--- src/rtl/serout_shift_module.sv ---
// serout_shift_module: SEROUT write register and 10-bit async frame shifter (define SEROUT_MSB_FIRST_EN for MSB-first data)
module serout_shift_module (
  input  logic       clk,
  input  logic       reset,
  input  logic       enp,
  input  logic       enn,
  input  logic [7:0] D,
  input  logic       AddrDw,
  input  logic       Load,
  input  logic       Shift,
  output logic       Empty,
  output logic       DshiftOut
);
  logic [7:0] wrreg_q, wrreg_d, data;
  logic [9:0] sr_q, sr_d;
  logic [3:0] cnt_q, cnt_d;
  logic       empty_q, empty_d, dout_q, dout_d;
  logic       do_load, do_shift;
`ifdef SEROUT_MSB_FIRST_EN
  // data bits reversed so the MSB leaves right after the start bit
  always_comb begin
    data = '0;
    for (int i = 0; i < 8; i++) data[i] = wrreg_q[7-i];
  end
`else
  assign data = wrreg_q;
`endif
  // next state: load beats shift; load reads the write register before this strobe's write
  always_comb begin
    do_load  = enp & Load;
    do_shift = enn & Shift & (cnt_q != 4'd0) & ~do_load;
    wrreg_d  = (enp & AddrDw) ? D : wrreg_q;
    sr_d     = do_load ? {1'b1, data, 1'b0} : do_shift ? {1'b1, sr_q[9:1]} : sr_q;
    cnt_d    = do_load ? 4'd10 : do_shift ? cnt_q - 4'd1 : cnt_q;
    empty_d  = do_load ? 1'b0 : (do_shift && cnt_q == 4'd1) ? 1'b1 : empty_q;
    dout_d   = do_shift ? sr_q[0] : dout_q;
  end
  // state registers; reset aborts any frame and returns the line to mark
  always_ff @(posedge clk) begin
    if (reset) begin
      wrreg_q <= 8'h00;
      sr_q    <= 10'h3FF;
      cnt_q   <= 4'd0;
      empty_q <= 1'b1;
      dout_q  <= 1'b1;
    end else begin
      wrreg_q <= wrreg_d;
      sr_q    <= sr_d;
      cnt_q   <= cnt_d;
      empty_q <= empty_d;
      dout_q  <= dout_d;
    end
  end
  assign Empty     = empty_q;
  assign DshiftOut = dout_q;
endmodule

--- config.mk ---
export PLATFORM = sky130hd
export DESIGN_NAME = serout_shift_module
export DESIGN_NICKNAME = d
export VERILOG_FILES = /design/src/rtl/serout_shift_module.sv
export SDC_FILE = /design/constraint.sdc
export NUM_CORES = 1
export LEC_CHECK = 0
export CORE_MARGIN = 4
export CORE_UTILIZATION = 46
export DETAILED_ROUTE_END_ITERATION = 8
export GPL_TIMING_DRIVEN = 0
export PLACE_DENSITY = 0.76
export SYNTH_ARGS = -nofsm -noshare
export SYNTH_HDL_FRONTEND = slang
export SYNTH_SLANG_ARGS = --single-unit
--- constraint.sdc ---
create_clock -name clk -period 1.7 [get_ports clk]
set_clock_uncertainty 0.15 [all_clocks]
set_input_delay 0.34 -clock clk [delete_from_list [all_inputs] [get_ports clk]]
set_output_delay 0.34 -clock clk [all_outputs]
set_load 0.01 [all_outputs]
# Word-level counts from Yosys, hierarchy flattened
# Index checks and enable logic that the tools add are counted.
[word_totals] regBits=23 latch_bits=0 mem_bits_rw=0 mem_bits_ro=0 in_bits=15 mem_count=0
[op_classes] n_addsub=1 n_mul=0 n_div=0 n_lt_le_gt_ge=0 n_eq_ne=1 shifts=0 n_mux=6 n_bitwise=6 reduce_logical=5
[ops] cell="two-way mux 9 bit" count=2
[ops] cell="two-way mux 4 bit" count=2
[ops] cell="AND 1 bit" count=5
[ops] cell="== test 4 x 1 -> 1 bit (second input constant)" count=1
[ops] cell="nonzero test 2 bit" count=2
[ops] cell="nonzero test 4 bit" count=1
[ops] cell="subtractor 4 x 1 -> 4 bit (second input constant)" count=1
[ops] cell="two-way mux 1 bit" count=2
[ops] cell="OR reduction 2 bit" count=1
[ops] cell="logical AND 1 bit" count=1
[ops] cell="NOT 1 bit" count=1

# Depth between registers and ports, before layout
# Gate-level depths: netlist of the first run.
[depth] depth_word=6 mapped_depth=6

# Least setup slack after synthesis of the first run
# OpenSTA, ideal clock, no wires.
[synth_timing] kind="reg2reg" start="register cnt_q[0]" end="register sr_q[1]" setup_time_ns=0.136 t_arrival_ns=1.448 slack_ns=-0.035 stages_incl_launch_ff=7 n_path_buf=1 period_less_slack_ns=1.735 path_cell_list="dfxtp_1 -> inv_1 -> ha_1 -> or3b_1 -> buf_6 -> a2111oi_2 -> a211oi_1"
[synth_via] elab_chain_cells=4
[synth_rtl] element="start: declaration" line_no="16" text="logic [3:0] cnt_q, cnt_d;"
[synth_rtl] element="start signal: assignment" line_no="49" text="cnt_q <= cnt_d;"
[synth_rtl] element="nonzero test 4 bit" line_no="31" text="do_shift = enn & Shift & (cnt_q != 4'd0) & ~do_load;"
[synth_rtl] element="AND 1 bit (2 in series)" line_no="31"
[synth_rtl] element="nonzero test 2 bit (no line)"
[synth_rtl] element="end signal: assignment" line_no="48" text="sr_q <= sr_d;"
[synth_rtl] element="end: declaration" line_no="15" text="logic [9:0] sr_q, sr_d;"
# Every way passes these cells.
# A chain may end at the register's enable or synchronous reset.

# Worst setup path in the final report of the first run
[layout_timing] start="register cnt_q[0]" end="register sr_q[5]"
# Same word-level chain as after synthesis.

==> results.sh, run 1 <==
export IMPL_status="finished, violations left"
export IMPL_violations="negative setup slack"
export IMPL_die_x_um=56.06
export IMPL_max_freq_mhz=563.9
export IMPL_cp_max_fo=5
export IMPL_start_util_pct=48.02
export IMPL_hold_path_class="input port to register"
export IMPL_p_int_mw=0.8128
export IMPL_area_growth_pct=33.69
export IMPL_use_met2_pct=34.72
export IMPL_rrSetupSlack_ns=-0.07
export IMPL_fin_ws_ns=-0.07346
export IMPL_power_switching_mw=0.3335
export IMPL_path_cells="inv_2 > ha_4 > or3b_4 > buf_8 > a2111oi_4 > a211oi_2"
export IMPL_use_met3_pct=3.944
export IMPL_seq_area_frac_synth_pct=43.35
export IMPL_antenna_found_initial=0
export IMPL_cts_sinks=23
export IMPL_r2r_end="sr_q[5]"
export IMPL_cts_root_buf="clkbuf_4"
export IMPL_synth_cell_area_um2=1062
export IMPL_setup_viol=5
export IMPL_hp_start="AddrDw"
export IMPL_cts_clk_slew_worst_paths_ns=0.12
export IMPL_switching_share_pct=29.09
export IMPL_holdBufCountCts=0
export IMPL_p_seq_share_pct=52.6
export IMPL_via_per_inst=5.965
export IMPL_drive_gt1_share_pct=21.68
export IMPL_maxCapViolCount=0
export IMPL_relSlewSlack_pct=69.88
export IMPL_antenna_left=0
export IMPL_cts_made_buffers=3
export IMPL_num_rows=17
export IMPL_holdPathEnd="data[6]"
export IMPL_gp_congestion=0.7392
export IMPL_min_path_cells=3
export IMPL_worstReg2RegStart="cnt_q[0]"
export IMPL_num_antenna_cells=0
export IMPL_final_min_clock_period_ns=1.773
export IMPL_die_h_um=56.06
export IMPL_cpMaxStageDelayCell="or3b_4"
export IMPL_ys_warnings_count=0
export IMPL_power_frac_clock_pct=22.9
export IMPL_vias=1020
export IMPL_rsz0062_at_grt="yes"
export IMPL_fin_setup_tns_ns=-0.2193
export IMPL_coreArea_um2=2212
export IMPL_vdd_drop_max_mv=0.5808
export IMPL_ys_ff_latch=23
export IMPL_r2r_cells=6
export IMPL_portBuffers=15
export IMPL_crit_path_end_kind="register"
export IMPL_drt_pass1_iterations=4
export IMPL_fin_crit_sh_pct=104.3
export IMPL_drv_slew=0
export IMPL_fillers=203
export IMPL_cts_buffer_depth=2
export IMPL_clkLatencyLatePin_ns=0.32
export IMPL_final_area_um2=1420
export IMPL_p_comb_share_pct=24.6
export IMPL_post_route_drc_count=0
export IMPL_synth_cells=121
export IMPL_nNetsFinal=161
export IMPL_tritoncts="done"
export IMPL_synth_avg_cell_area_um2=8.779
export IMPL_timing_hold_ws_ns=0.2498
export IMPL_dieArea_um2=3142
export IMPL_grt_max_degree=13
export IMPL_synth_cell_types=31
export IMPL_top_usage_layer="met2"
export IMPL_dpl_hpwl_um=1885
export IMPL_worst_pin_slew_ns=0.4518
export IMPL_grt_ovfl_total=0
export IMPL_place_worst_setup_slack_ns=-0.4574
export IMPL_grt_first_pass_wirelength_um=4643
export IMPL_yosys_area_top_type_share_pct=43.35
export IMPL_arrival_ns=1.83
export IMPL_wl_per_cell_um=15.75
export IMPL_yosys_top_cells_area="dfxtp_1, a211oi_1, nor3_1"
export IMPL_critical_path_class="register to register"
export IMPL_drt_iter0_markers=28
export IMPL_p_leak_nw=0.4884
export IMPL_slowest_delay_ns=0.42
export IMPL_cts_htree_levels=1
export IMPL_p_total_mw=1.146
export IMPL_hold_violations=0
export IMPL_finalWirelength_um=2693
export IMPL_crit_buf_inv=2
export IMPL_synth_top_area_cell="dfxtp_1"
export IMPL_grt_use_total_pct=18.23
export IMPL_use_met1_pct=19.02
export IMPL_layout_commonest_cell="dfxtp_1"
export IMPL_cp_top_family="simple AND/OR/NAND/NOR gates"
export IMPL_syn_num_nets=138
export IMPL_place_area_um2=1276
export IMPL_power_per_cell_area_nw_per_um2=807.2
export IMPL_most_common_layout_cells="dfxtp_1, clkdlybuf4s50_1, nor3_1, nand2_1, a21oi_1"
export IMPL_critPathLaunchType="register"
export IMPL_ioPinCount=17
export IMPL_crit_required_ns=1.76
export IMPL_grt_pass1_vias=1033
logic make-up (layout without fill, tap and decap cells):
| family | Yosys count | count (layout) | share of synthesized area [%] |
|---|---|---|---|
| DFF | 23 | 23 | 43.34 |
| adders and majority gates | 2 | 2 | 2.355 |
| buffers and inverters | 11 | 33 | 4.829 |
| AOI/OAI and AO/OA | 34 | 34 | 24.85 |
| and+or+nand+nor | 50 | 50 | 23.79 |
| xor gates and xnor gates | 1 | 1 | 0.8247 |
synthesized netlist by cell type, drive strengths merged:
master    n
a31oi     1
o21ai     3
nor3b     1
xor2      1
nand3    10
o21bai    1
a21oi    11
dfxtp    23
buf       5
nand2    12
inv       2
nand2b    1
ha        2
and2      2
clkbuf    4
a2111oi   3
or4       1
or3b      1
nor2      6
o31a      1
o2111ai   1
or3       1
a211o     1
and4      3
a311oi    1
a211oi    9
a311o     2
nor3     12
power groups by stage:
stage | Combinational, mW | Clock, mW | Sequential, mW
final | 0.282 | 0.262 | 0.603
after global routing | 0.305 | 0.276 | 0.606
after CTS | 0.271 | 0.257 | 0.600
after detailed placement | 0.214 | 0 | 0.612
after global placement | 0.206 | 0 | 0.610
after floorplan | 0.138 | 0 | 0.608
flip-flops by register name, indices dropped and copies added (netlist names):
| name | flops |
|---|---|
| Empty | 1 |
| sr_q | 9 |
| data | 8 |
| DshiftOut | 1 |
| cnt_q | 4 |
worst max-delay path by stage:
stage,start,cells past startpoint,end
2_1_floorplan,cnt_q[1],6,sr_q[1]
3_3_place_gp,enp,5,DshiftOut
3_5_place_dp,reset,4,sr_q[8]
4_1_cts,cnt_q[0],6,sr_q[5]
5_1_grt,cnt_q[0],6,sr_q[5]
6_report,cnt_q[0],6,sr_q[5]
worst min-delay path, stage by stage:
cell and delay (ns):
buf_1 0.17, nand3_1 0.12, a21oi_1 0.05
stage by stage:
step	std cells	utilization (%)
floorplan	121	-
detailed placement	164	57.69
CTS	170	62.61
global placement	164	57.69
finish	171	64.20
global route	171	64.20
what timing repair did:
item / in CTS / in global routing
endpoints found under the setup margin: 22 / 16
cloned: 1 / 0
pin swaps: 2 / 3
gates resized for setup: 13 / 11
setup buffers: 2 / 1
cell type report:
cell class              instances  area [um2]  area share, %
plain buffers                   8       50.05          3.524
clock buffers                   4       26.28          1.850
inverters                       2       7.507         0.5286
multi-input cells              87       633.1          44.58
flip-flops and latches         23       462.9          32.60
well taps                      28       35.03          2.467
repair buffers                 19       205.2          14.45
metal layers:
| metal | up-vias | part of all wire (%) | wire (um) |
|---|---|---|---|
| li1 | 497 | - | - |
| met1 | 494 | 43 | 1152 |
| met2 | 24 | 51 | 1371 |
| met3 | 5 | 4.9 | 132 |
| met4 | 0 | 1.4 | 37 |
| met5 | - | 0 | 0 |
Power figures use the tool's default switching activity.
==> run 2, diff against run 1 <==
SETUP_SLACK_MARGIN = 0.2   (was not set)
==> results.sh, run 2 (same netlist as run 1, synthesis figures left out) <==
export IMPL_dieArea_um2=3142
export IMPL_grt_first_pass_wirelength_um=4574
export IMPL_drv_slew=0
export IMPL_num_antenna_cells=0
export IMPL_via_per_inst=5.698
export IMPL_worstReg2RegStart="cnt_q[1]"
export IMPL_most_common_layout_cells="dfxtp_1, buf_4, nor3_1, a21oi_1, clkdlybuf4s50_1"
export IMPL_r2r_cells=6
export IMPL_slowest_delay_ns=0.40
export IMPL_vdd_drop_max_mv=0.4719
export IMPL_antenna_left=0
export IMPL_largest_register_ffs=9
export IMPL_vias=1020
export IMPL_fin_crit_sh_pct=102.8
export IMPL_met3WireLength_um=133
export IMPL_topRoutingLayerUsed="met4"
export IMPL_r2r_end="sr_q[3]"
export IMPL_nNetsFinal=169
export IMPL_num_rows=17
export IMPL_tritoncts="done"
export IMPL_max_freq_mhz=571.9
export IMPL_violations="negative setup slack"
export IMPL_worstSetupStartpoint="cnt_q[1]"
export IMPL_setup_viol=4
export IMPL_cp_max_fo=5
export IMPL_antenna_found_initial=0
export IMPL_final_area_um2=1473
export IMPL_top_register="sr_q"
export IMPL_met2WireLength_um=1406
export IMPL_worst_pin_slew_ns=0.4793
export IMPL_rrSetupSlack_ns=-0.05
export IMPL_die_x_um=56.06
export IMPL_grt_ovfl_total=0
export IMPL_hold_path_class="input port to register"
export IMPL_m1WireLength_um=1162
export IMPL_final_util_pct=66.57
export IMPL_crit_required_ns=1.74
export IMPL_cts_made_buffers=3
export IMPL_layout_commonest_cell="dfxtp_1"
export IMPL_final_min_clock_period_ns=1.748
export IMPL_clkLatencyLatePin_ns=0.30
export IMPL_dpl_hpwl_um=1823
export IMPL_path_cells="inv_2 > ha_4 > or3b_4 > buf_8 > a2111oi_4 > a211oi_2"
export IMPL_grt_pass1_vias=1056
export IMPL_p_leak_nw=0.5238
export IMPL_timing_hold_ws_ns=0.2568
export IMPL_power_per_cell_area_nw_per_um2=776.6
export IMPL_holdBufCountCts=0
export IMPL_min_path_cells=3
export IMPL_portBuffers=15
export IMPL_die_h_um=56.06
export IMPL_start_util_pct=48.02
export IMPL_place_area_um2=1294
export IMPL_grt_max_degree=13
export IMPL_fillers=189
export IMPL_arrival_ns=1.79
export IMPL_finalWirelength_um=2750
export IMPL_crit_path_end_kind="register"
export IMPL_critPathLaunchType="register"
export IMPL_cts_buffer_depth=2
export IMPL_cts_root_buf="clkbuf_4"
export IMPL_critical_path_class="register to register"
export IMPL_coreArea_um2=2212
export IMPL_drt_pass1_iterations=4
export IMPL_cts_clk_slew_worst_paths_ns=0.12
export IMPL_relSlewSlack_pct=68.05
export IMPL_ioPinCount=17
export IMPL_hold_violations=0
export IMPL_area_growth_pct=38.63
export IMPL_cpMaxStageDelayCell="or3b_4"
export IMPL_rsz0062_at_grt="yes"
export IMPL_fin_ws_ns=-0.04843
export IMPL_crit_path_end="sr_q[3]"
export IMPL_gp_congestion=0.7634
export IMPL_drive_gt1_share_pct=26.49
export IMPL_cts_htree_levels=1
export IMPL_drt_iter0_markers=19
export IMPL_cts_sinks=23
export IMPL_fin_setup_tns_ns=-0.1646
export IMPL_maxCapViolCount=0
export IMPL_wl_per_cell_um=15.36
export IMPL_status="finished, violations left"
export IMPL_grt_use_total_pct=17.96
export IMPL_post_route_drc_count=0
## run 2: timing repair
item                                    4_1_cts  5_1_grt
endpoints found under the hold margin         0        0
pin swaps                                     6        6
gates cloned                                  1        0
setup buffers                                 8        2
endpoints found under the setup margin       25       14
resized for setup                            20        7
## run 2: stage by stage
stage	setup WS, ns	total power, mW	std cells
6_report	-0.04843	1.144	179
5_1_grt	-0.1135	1.194	179
4_1_cts	-0.008501	1.121	177
3_5_place_dp	-0.4254	0.8312	164
3_3_place_gp	-0.4040	0.8239	164
2_1_floorplan	0.07707	0.7521	121
## run 2: per-layer routing
layer	GRT usage, %	vias up
met1	20.08	471
met4	7.119	0
li1	-	510
met2	33.72	33
met5	0	-
met3	2.320	6
## run 2: final cells by class
type | count | area, um2 | share of cell area [%]
repair buffers | 26 | 227.7 | 15.46
plain buffers | 9 | 66.31 | 4.503
multi-input cells | 87 | 646.9 | 43.93
well taps | 28 | 35.03 | 2.379
flip-flops and latches | 23 | 462.9 | 31.44
clock buffers | 4 | 26.28 | 1.784
inverters | 2 | 7.507 | 0.5098
## run 2: critical path, delay by kind of cell, from the launching register on
kind	cells	cell delay [ns]
flops	1	0.35
fa+ha+maj	1	0.15
compound gates	2	0.35
buf+inv	2	0.24
simple gates	1	0.40
## run 2: how the worst min path moves through the flow
stage,to,startpoint,slack (ns)
after floorplan,data[7],data[7],0.29
after CTS,data[4],AddrDw,0.26
after detailed placement,data[3],data[3],0.30
final,data[7],AddrDw,0.26
after global placement,data[3],data[3],0.30
after global routing,data[4],AddrDw,0.28
## run 2: where the power goes
part	total (mW)	switching (mW)	leakage, nW	internal, mW
logic	0.291	0.144	0.319	0.148
clock network	0.249	0.158	0.0150	0.0914
registers	0.603	0.0267	0.190	0.576
total	1.14	0.328	0.524	0.816
